==> config.mk <==
export PLATFORM = sky130hd
export DESIGN_NAME = uart_note_receiver
export DESIGN_NICKNAME = d
export VERILOG_FILES = /design/src/rtl/uart_note_receiver.sv
export SDC_FILE = /design/constraint.sdc
export NUM_CORES = 1
export LEC_CHECK = 0
export CAP_MARGIN = 20
export CORE_MARGIN = 2
export CORE_UTILIZATION = 45
export DETAILED_ROUTE_END_ITERATION = 12
export GPL_ROUTABILITY_DRIVEN = 0
export SYNTH_ARGS = -nofsm -noshare
export SYNTH_HDL_FRONTEND = slang
export SYNTH_SLANG_ARGS = --single-unit
==> constraint.sdc <==
create_clock -name clk_100mhz -period 6.5 [get_ports clk_100mhz]
set_input_delay 1.3 -clock clk_100mhz [delete_from_list [all_inputs] [get_ports clk_100mhz]]
set_output_delay 1.3 -clock clk_100mhz [all_outputs]
set_load 0.01 [all_outputs]
==> src/rtl/uart_note_receiver.sv <==
`default_nettype none
// ============================================================================
// Module      : uart_note_receiver
// Description : 8N1 UART receiver that decodes keyboard note-on/off bytes
//               into a held 7-bit note code, with an inactivity timeout.
// Revision    : 1.0 - initial release
// ============================================================================
module uart_note_receiver #(
  parameter int CLKS_PER_BIT   = 868,
  parameter int TIMEOUT_CYCLES = 10_000_000
) (
  input  logic       clk_100mhz,
  input  logic       reset,
  input  logic       rx_in,
  output logic [6:0] note_out,
  output logic       note_valid,
  output logic       frame_err
);

  localparam int BIT_W  = $clog2(CLKS_PER_BIT);
  localparam int IDLE_W = $clog2(TIMEOUT_CYCLES);

  localparam logic [BIT_W-1:0]  HALF_BIT_LAST = BIT_W'(CLKS_PER_BIT / 2 - 1);
  localparam logic [BIT_W-1:0]  FULL_BIT_LAST = BIT_W'(CLKS_PER_BIT - 1);
  localparam logic [IDLE_W-1:0] IDLE_LAST     = IDLE_W'(TIMEOUT_CYCLES - 1);

  typedef enum logic [2:0] {
    WAIT_IDLE = 3'd0,
    IDLE      = 3'd1,
    START     = 3'd2,
    DATA      = 3'd3,
    STOP      = 3'd4
  } state_t;

  state_t             state;
  logic               rx_meta;
  logic               rx_sync;
  logic [BIT_W-1:0]   bit_timer;
  logic [2:0]         bit_idx;
  logic [7:0]         data_sr;
  logic               byte_valid;
  logic [IDLE_W-1:0]  idle_cnt;
  logic               stop_fail;

  // Synchronizer resets low so a line stuck low out of reset is never taken as idle.
  always_ff @(posedge clk_100mhz) begin
    if (reset) begin
      rx_meta <= 1'b0;
      rx_sync <= 1'b0;
    end else begin
      rx_meta <= rx_in;
      rx_sync <= rx_meta;
    end
  end

  always_ff @(posedge clk_100mhz) begin
    if (reset) begin
      state      <= WAIT_IDLE;
      bit_timer  <= '0;
      bit_idx    <= '0;
      data_sr    <= '0;
      byte_valid <= 1'b0;
      frame_err  <= 1'b0;
    end else begin
      byte_valid <= 1'b0;
      frame_err  <= 1'b0;
      case (state)
        WAIT_IDLE: begin
          if (rx_sync) state <= IDLE;
        end
        IDLE: begin
          if (!rx_sync) begin
            state     <= START;
            bit_timer <= '0;
          end
        end
        START: begin
          if (bit_timer == HALF_BIT_LAST) begin
            bit_timer <= '0;
            if (rx_sync) begin
              state <= IDLE;
            end else begin
              state   <= DATA;
              bit_idx <= '0;
            end
          end else begin
            bit_timer <= bit_timer + BIT_W'(1);
          end
        end
        DATA: begin
          if (bit_timer == FULL_BIT_LAST) begin
            bit_timer <= '0;
            data_sr   <= {rx_sync, data_sr[7:1]};
            if (bit_idx == 3'd7) state <= STOP;
            else                 bit_idx <= bit_idx + 3'd1;
          end else begin
            bit_timer <= bit_timer + BIT_W'(1);
          end
        end
        STOP: begin
          if (bit_timer == FULL_BIT_LAST) begin
            bit_timer <= '0;
            if (rx_sync) begin
              byte_valid <= 1'b1;
              state      <= IDLE;
            end else begin
              frame_err <= 1'b1;
              state     <= WAIT_IDLE;
            end
          end else begin
            bit_timer <= bit_timer + BIT_W'(1);
          end
        end
        default: state <= WAIT_IDLE;
      endcase
    end
  end

  // A timeout landing on a frame-error cycle is held off one cycle by the saturated counter.
  assign stop_fail = (state == STOP) && (bit_timer == FULL_BIT_LAST) && !rx_sync;

  always_ff @(posedge clk_100mhz) begin
    if (reset) begin
      note_out   <= '0;
      note_valid <= 1'b0;
      idle_cnt   <= '0;
    end else begin
      note_valid <= 1'b0;
      if (byte_valid) begin
        idle_cnt <= '0;
        if (data_sr[7]) begin
          if (data_sr[6:0] != note_out) begin
            note_out   <= data_sr[6:0];
            note_valid <= 1'b1;
          end
        end else if ((data_sr[6:0] == note_out || data_sr[6:0] == 7'd0) && note_out != 7'd0) begin
          note_out   <= '0;
          note_valid <= 1'b1;
        end
      end else if (idle_cnt == IDLE_LAST) begin
        if (note_out != 7'd0 && !stop_fail) begin
          note_out   <= '0;
          note_valid <= 1'b1;
        end
      end else begin
        idle_cnt <= idle_cnt + IDLE_W'(1);
      end
    end
  end

endmodule
`default_nettype wire

# Word level (Yosys, flattened, before mapping)
# Index checks and enable logic that the tools add are counted.
# Widths: inputs -> output; s select.
# word_totals
reg_bits	60
in_bits	3
out_inout_bits	9
word_cells	90
# op_classes
addsub	3
eq_ne	20
mux	32
n_bitwise	2
reduce_logical	22
# ops
op	count
$mux 7	6
$mux 10	3
$mux 3	10
$pmux 10 s3	1
$add 24x1->24 const B	1
$eq 24x24->1 const B	1
$ne 2x2->1 const B	8
$pmux 3 s5	1
$add 10x1->10 const B	1
$eq 10x10->1 const B	1
$eq 10x9->1 const B	1
$mux 1	9
$eq 7x7->1	1
$logic_not 7->1	1
$ne 7x7->1	1
$reduce_bool 7->1	1
$eq 3x2->1 const B	2
$eq 3x3->1 const B	2
$ne 3x2->1 const B	2
$pmux 3 s2	1
$reduce_and 6->1	1
$reduce_bool 2->1	3
$reduce_and 5->1	1
$logic_and 1x1->1	4
12 further kinds	16

# Longest topological paths before layout
# Gate-level depths: netlist (run 1).
# logic_depth
depth_word	8
depth_mapped	8
mapped_depth_nobuf	7

# Worst setup path before layout (run 1)
# No wires, ideal clock.
# synth_path
path_type	input to register
start	input reset
end	register idle_cnt[19]
setup_time_ns	0.068
t_arrival_ns	2.028
required_ns	6.432
setup_slack_ns	4.404
path_stages	4
path_buffers	2
path_cell_list	or2_2 clkbuf_1 clkbuf_1 a21oi_2
# synth_between
elab_chain_cells	1
# synth_lines
element	line	rtl
start: declaration	13	input logic reset,
$reduce_or 2->1 (no source line)	-	
end signal: assignment	146	idle_cnt <= idle_cnt + IDLE_W'(1);
end: declaration	42	logic [IDLE_W-1:0] idle_cnt;
# No other way between the ends.
# A chain may end at the register's enable or synchronous reset.

# Final worst setup path (run 1)
# layout_path
start	register note_out[0]
end	output note_out[0]
# layout_rtl
element	line	rtl
start: declaration	15	output logic [6:0] note_out,
start signal: assignment	133	note_out <= data_sr[6:0];
# No word-level cell between the ends.

==> reports/metrics.cfg, run 1 <==
[logic_synthesis]
yosysWarnings = 0
synthDistinctLibCells = 54
avgSynthCellArea_um2 = 8.81
synth_edf_count = 0
synth.net_count = 345
ys_ff_latch = 60
syn_inst = 337
async_flop_share = 0
synth_area_um2 = 2970
ys_seq_area_frac = 0.405
synthFlopType = dfxtp_1

[status]
status = completed

[setup_path]
end_kind = output port
worst_ep_required_time_ns = 5.20
cp-startpoint = note_out[0]
path_max_fanout = 4
arrival_ns = 1.31
cp-start-kind = register
cp_cell_sequence = clkdlybuf4s50_1
critPathBufInv = 1
path_class = reg2out
reg2reg_from = idle_cnt[11]
max_stage_delay_ns = 0.57
cp_top_family = buffers and inverters
critPathSlowestCell = clkdlybuf4s50_1

[final_layout]
instances_no_fill = 430
insertedDiodeCount = 0
final_common_cell = dfxtp_1
drive_above_1_share = 0.0907
layout_common_cells = dfxtp_1, nor2_1, nand2_1
syn_to_final_growth_pct = 14.0
final_nets = 356

[routing]
num_vias = 2388
top_layer = met4
wl_met2_um = 2700
routedWlPerCell_um = 13.8
antenna_left = 0
met1_length_um = 2990
first_iter_violations = 106
drc = 0
first_pass_iters = 4
totalWireLength_um = 5930
viasPerCell = 5.55
met3_wirelength_um = 145

[power_and_ir_drop]
power_density_nw_per_um2 = 283
p_leak_nw = 1.16
ir_worst_vdd_v = 0.000141

[global_route]
grt-ovfl-total = 0
antenna_found_initial = 0
grt_pass1_vias = 2294
grt_start_max_net_pins = 36
grt_first_pass_wirelength_um = 10500
grt_usage = 0.179

[sta]
finalHoldViolations = 0
period_minus_slack_ns = 2.61
rsz0062_at_grt = no
finalSetupTns_ns = 0
fin_crit_sh = 0.401
hold_ws_ns = 0.446
finalClockSkew_ns = 0.0112
fmax_ghz = 0.383
final-setup-viol-count = 0
worst_slack_ns = 3.89
slew-limit-headroom = 0.324
slew_violations = 0
tightest_slew_ns = 1.00

[cts]
htree_levels = 3
cts-root-buf = clkbuf_8
insertion_delay_ns = 0.34
clockBufferDepth = 2
cts.sinks = 60
post-cts-setup-buffers = 0
hold_buffers = 0
cts_resized = 0
clkTransAtPathRegs_ns = 0.07
cts_tree = done
cts_buffers = 9

[place]
dp_hpwl_um = 4060
port_buffers = 11
dp_slack_ns = 3.65
dp.cells = 414

[die]
fp.dieH_um = 85.2
die_w_um = 85.2
start_util = 0.467
std_cell_rows = 29
core_area_um2 = 6350
dieArea_um2 = 7260
ios = 12

[worst_hold_path]
min_from = rx_meta
hp-class = reg2reg

[flow_run]
maxCapViolations = 0

per-layer routing:
layer,track usage,vias up
li1,-,1243
met1,0.242,1107
met2,0.273,29
met3,0.0486,9
met4,0.0664,0
met5,0,-
state kept, by name, summed over array words and instances (netlist names):
| register | flops |
|---|---|
| bit_idx | 3 |
| bit_timer | 10 |
| byte_valid | 1 |
| data_sr | 8 |
| frame_err | 1 |
| idle_cnt | 24 |
| note_out | 7 |
| note_valid | 1 |
| rx_meta | 1 |
| rx_sync | 1 |
| state | 3 |
cells in the mapped netlist (4+ instances only):
cell       count  area (um2)
xor2_1        19         166
o2111ai_1      4        35.0
clkbuf_1      10        37.5
nand3_1       12        60.1
nor2b_1        6        37.5
mux2i_1       17         170
dfxtp_1       60        1200
a211oi_1       7        52.6
nor3_1         6        30.0
nand2b_1       8        50.1
o21ai_0        9        45.0
a21oi_1       11        55.1
nor2_1        40         150
inv_1          6        22.5
ha_1           5        62.6
nand4_1        8        50.1
and4_1         4        35.0
o22ai_1        4        25.0
o211ai_1       4        30.0
nor4_1         7        43.8
nand2_1       29         109
xnor2_1       11        96.3
area by class of cell:
class,count,area [um2]
repair buffers,14,133
multi-input cells,257,1680
inverters,6,22.5
well taps,77,96.3
flip-flops and latches,60,1200
clock buffers,12,155
fillers,616,2970
clock inverters,4,95.1
path summary, 6_finish.rpt:
kind	endpoint	slack (ns)	cells after the start
max reg2reg	idle_cnt[21]	4.09	5
min	rx_sync	0.45	1
max	note_out[0]	3.89	1
min reg2reg	rx_sync	0.45	1
report_power, final:
group          leakage [nW]  internal (W)  switching (W)
registers             0.485      0.000380      0.0000250
logic                 0.547     0.0000479      0.0000835
clock network         0.127      0.000275       0.000145
metrics by stage:
stage	util	total power (W)	instance area, um2
2_1_floorplan	-	0.000512	2970
3_3_place_gp	0.494	0.000546	3130
3_5_place_dp	0.494	0.000547	3130
4_1_cts	0.533	0.000969	3380
5_1_grt	0.533	0.00101	3380
6_report	0.533	0.000957	3380
kinds of logic (layout without fill, tap and decap cells):
| kind of cell | count (synthesis) | after routing | synth area share |
|---|---|---|---|
| adders and majority gates | 5 | 5 | 0.0211 |
| buffers and inverters | 20 | 36 | 0.0287 |
| and+or+nand+nor | 147 | 147 | 0.267 |
| xor gates and xnor gates | 30 | 30 | 0.0885 |
| AOI/OAI and AO/OA | 58 | 58 | 0.132 |
| muxes | 17 | 17 | 0.0573 |
| DFF | 60 | 60 | 0.405 |
No activity file was read; power rests on OpenSTA's default activity.
==> run 2, diff against run 1 <==
Clock period 6.5 ns to 2.4 ns, I/O delays scaled along.
==> run 2 against run 1 <==
Net effect: die area unchanged; total power rose to 2.8 times the previous value; register-to-register slack worse by 3.9 ns; hold slack worse by 0.013 ns; cell area up 2.8%; count of clock-buffer cells in the layout unchanged; sequential power rose to 2.7 times the previous value; utilization up 1.5 points; first-iteration DRC count down 4.7%; wire length up 4.3%; worst setup slack worse by 3.7 ns; critical path type is now reg2reg.
==> reports/metrics.cfg, run 2 (synthesis results as in run 1) <==
[status]
status = completed

[final_layout]
insertedDiodeCount = 0
syn_to_final_growth_pct = 17.2
largest_reg_flops = 24
drive_above_1_share = 0.118
layout_common_cells = dfxtp_1, nor2_1, nand2_1
final_common_cell = dfxtp_1
final_nets = 367
regMostFlops = idle_cnt
reg.largest.list = idle_cnt: 24 flops, bit_timer: 10 flops, data_sr: 8 flops

[worst_hold_path]
whs_path_depth = 1
min_from = rx_meta
whs_endpoint = rx_sync
hp-class = reg2reg

[die]
die_w_um = 85.2
start_util = 0.467
fp.dieH_um = 85.2
dieArea_um2 = 7260
core_area_um2 = 6350
ios = 12
std_cell_rows = 29

[setup_path]
path_max_fanout = 7
path_class = reg2reg
cp-start-kind = register
arrival_ns = 2.44
worst_ep_required_time_ns = 2.62
rr_endpoint = idle_cnt[11]
reg2reg_from = idle_cnt[11]
rr_worst_depth = 6
end_kind = register
timing.reg2reg.setup_slack_ns = 0.18

[power_and_ir_drop]
power_density_nw_per_um2 = 761
ir_worst_vdd_v = 0.000475
p_leak_nw = 1.22

[global_route]
grt_start_max_net_pins = 31
grt_first_pass_wirelength_um = 11200
grt_pass1_vias = 2397
antenna_found_initial = 0
grt-ovfl-total = 0
grt_usage = 0.192

[cts]
clkTransAtPathRegs_ns = 0.07
cts-root-buf = clkbuf_8
post-cts-setup-buffers = 0
cts_tree = done
htree_levels = 3
insertion_delay_ns = 0.34
cts.sinks = 60
hold_buffers = 0
cts_resized = 0
cts_buffers = 9
clockBufferDepth = 2

[sta]
slew_violations = 0
fin_crit_sh = 0.927
slew-limit-headroom = 0.578
worst_slack_ns = 0.176
hold_ws_ns = 0.433
finalHoldViolations = 0
fmax_ghz = 0.450
rsz0062_at_grt = no
finalClockSkew_ns = 0.00653
period_minus_slack_ns = 2.22
final-setup-viol-count = 0
finalSetupTns_ns = 0
tightest_slew_ns = 0.633

[place]
dp_hpwl_um = 4250
port_buffers = 11
dp_slack_ns = 0.206

[routing]
first_pass_iters = 4
num_vias = 2431
totalWireLength_um = 6190
viasPerCell = 5.51
first_iter_violations = 101
antenna_left = 0
drc = 0
routedWlPerCell_um = 14.0

[flow_run]
maxCapViolations = 0

==> run 2: cell types whose count changed in the layout (fill, tap and decap cells not counted), sizes merged <==
cell and delta:
buf +11
==> run 2: critical path: stages (launching register included) <==
cell and delay, ns:
dfxtp_1 0.35, or4b_1 0.55, or4_1 0.54, o2111ai_2 0.26
buf_4 0.18, xor2_1 0.17, nor2_1 0.05
==> run 2: per-stage QoR <==
stage	total power (W)	instances	cell area, um2	utilization
floorplan	0.00139	337	2970	-
global placement	0.00153	425	3230	0.509
detailed placement	0.00153	425	3230	0.509
CTS	0.00267	441	3480	0.548
global route	0.00279	441	3480	0.548
finish	0.00265	441	3480	0.548
==> run 2: report_power, final <==
| group | switching, W | internal [W] |
|---|---|---|
| Sequential | 0.0000455 | 0.00103 |
| Clock | 0.000392 | 0.000745 |
| Combinational | 0.000270 | 0.000164 |
| Total | 0.000708 | 0.00194 |
==> run 2: metal layers <==
metal,part of all wire,track usage
met1,0.50,0.255
met2,0.45,0.295
met3,0.027,0.0389
met4,0.022,0.0952
met5,0,0
==> run 2: worst max-delay path by stage <==
stage | end | depth (start not counted) | slack, ns | start
after CTS | idle_cnt[11] | 6 | 0.17 | idle_cnt[11]
after global placement | idle_cnt[11] | 6 | 0.23 | idle_cnt[11]
after global routing | idle_cnt[11] | 6 | 0.07 | idle_cnt[11]
final | idle_cnt[11] | 6 | 0.18 | idle_cnt[11]
after detailed placement | idle_cnt[11] | 6 | 0.21 | idle_cnt[11]
after floorplan | idle_cnt[11] | 7 | 0.33 | idle_cnt[11]
==> run 2: layout make-up <==
class	instances	area, um2
Sequential cell	60	1200
Timing Repair Buffer	25	228
Tap cell	77	96.3
Fill cell	579	2870
Clock inverter	4	95.1
Inverter	6	22.5
Multi-Input combinational cell	257	1680
Clock buffer	12	155
==> run 3, diff against run 2 <==
Settings changed: CORE_MARGIN 2 to default.
==> run 3 against run 2 <==
Net effect: die area is 4.6% lower; clock skew hardly changed; first-iteration DRC count is 2.0% lower; critical path depth stayed put; sequential share of layout area is 0.84 points higher; combinational power is 12% lower; fmax is 0.38% higher; global-route usage is 0.11 points higher; worst setup slack better by 0.0083 ns; non-clock buffer count is 3 lower; highest routed layer unchanged.
==> reports/metrics.cfg, run 3 (synthesis results as in run 1) <==
[die]
start_util = 0.467
fp.dieH_um = 83.2
ios = 12
core_area_um2 = 6350
die_w_um = 83.2
dieArea_um2 = 6920
std_cell_rows = 29

[cts]
cts_buffers = 9
post-cts-setup-buffers = 0
cts_tree = done
hold_buffers = 0
cts-root-buf = clkbuf_8
clkTransAtPathRegs_ns = 0.07
clockBufferDepth = 2
insertion_delay_ns = 0.33
cts_resized = 0
cts.sinks = 60
htree_levels = 3

[routing]
antenna_left = 0
first_iter_violations = 99
totalWireLength_um = 6230
wl_met2_um = 2800
viasPerCell = 5.58
num_vias = 2443
drc = 0
top_layer = met4
met3_wirelength_um = 239
first_pass_iters = 5
routedWlPerCell_um = 14.2
met1_length_um = 3140

[sta]
rsz0062_at_grt = no
finalHoldViolations = 0
final-setup-viol-count = 0
period_minus_slack_ns = 2.22
fmax_ghz = 0.451
finalSetupTns_ns = 0
slew-limit-headroom = 0.538
fin_crit_sh = 0.923
finalClockSkew_ns = 0.00617
tightest_slew_ns = 0.690
slew_violations = 0

[power_and_ir_drop]
power_density_nw_per_um2 = 712
ir_worst_vdd_v = 0.000566
p_leak_nw = 1.17

[setup_path]
worst_ep_required_time_ns = 2.61
cp-start-kind = register
cp-startpoint = idle_cnt[11]
arrival_ns = 2.43
end_kind = register
reg2reg_from = idle_cnt[11]
path_class = reg2reg
path_max_fanout = 13

[global_route]
grt_start_max_net_pins = 25
grt_pass1_vias = 2293
antenna_found_initial = 0
grt_first_pass_wirelength_um = 10900
grt-ovfl-total = 0
grt_usage = 0.193

[place]
port_buffers = 11
dp_hpwl_um = 4300
post_dp_cell_area_um2 = 3190

[final_layout]
final_area_um2 = 3400
largest_reg_flops = 24
insertedDiodeCount = 0
final_common_cell = dfxtp_1
syn_to_final_growth_pct = 14.5
drive_above_1_share = 0.111
layout_common_cells = dfxtp_1, nor2_1, nand2_1
regMostFlops = idle_cnt
final_nets = 364
reg.largest.list = idle_cnt: 24 flops, bit_timer: 10 flops, data_sr: 8 flops

[flow_run]
maxCapViolations = 0

[worst_hold_path]
hp-class = reg2reg
min_from = rx_meta

[status]
status = completed

## run 3: cell types whose count changed in the layout (fill, tap and decap cells not counted), sizes merged
cell      change
buf           -3
clkinvlp      +1
clkinv        +1
bufinv        -2
## run 3: power by group
group          internal, W  switching [W]
Combinational     0.000141       0.000240
Sequential         0.00103      0.0000683
Clock             0.000533       0.000406
Total              0.00171       0.000714
## run 3: worst max-delay path, stage by stage (launching register included)
cell       delay (ns)
dfxtp_1          0.36
or4b_1           0.53
or4_1            0.55
o2111ai_2        0.23
buf_4            0.21
xor2_1           0.16
nor2_1           0.05
## run 3: cell type report
| type | count | area (um2) |
|---|---|---|
| Clock buffer | 12 | 155 |
| Inverter | 6 | 22.5 |
| Sequential cell | 60 | 1200 |
| Timing Repair Buffer | 22 | 193 |
| Clock inverter | 4 | 47.5 |
| Multi-Input combinational cell | 257 | 1680 |
| Fill cell | 590 | 2950 |
| Tap cell | 77 | 96.3 |
## run 3: layer usage
metal | GRT usage | up-vias
met5 | 0 | -
met4 | 0.0878 | 0
met3 | 0.0348 | 5
met2 | 0.291 | 39
met1 | 0.268 | 1134
li1 | - | 1265
## run 3: path summary, 6_finish.rpt
check / cells past startpoint / end / slack (ns)
max: 6 / idle_cnt[11] / 0.18
min reg2reg: 1 / rx_sync / 0.46
max reg2reg: 6 / idle_cnt[11] / 0.18
min: 1 / rx_sync / 0.46
## run 3: stage by stage
| step | hold slack [ns] | setup slack [ns] | instances | power (W) | utilization |
|---|---|---|---|---|---|
| 2_1_floorplan | 0.414 | 0.334 | 337 | 0.00139 | - |
| 3_3_place_gp | 0.434 | 0.242 | 422 | 0.00149 | 0.503 |
| 3_5_place_dp | 0.438 | 0.211 | 422 | 0.00150 | 0.503 |
| 4_1_cts | 0.458 | 0.194 | 438 | 0.00244 | 0.535 |
| 5_1_grt | 0.484 | 0.0654 | 438 | 0.00255 | 0.535 |
| 6_report | 0.459 | 0.184 | 438 | 0.00242 | 0.535 |
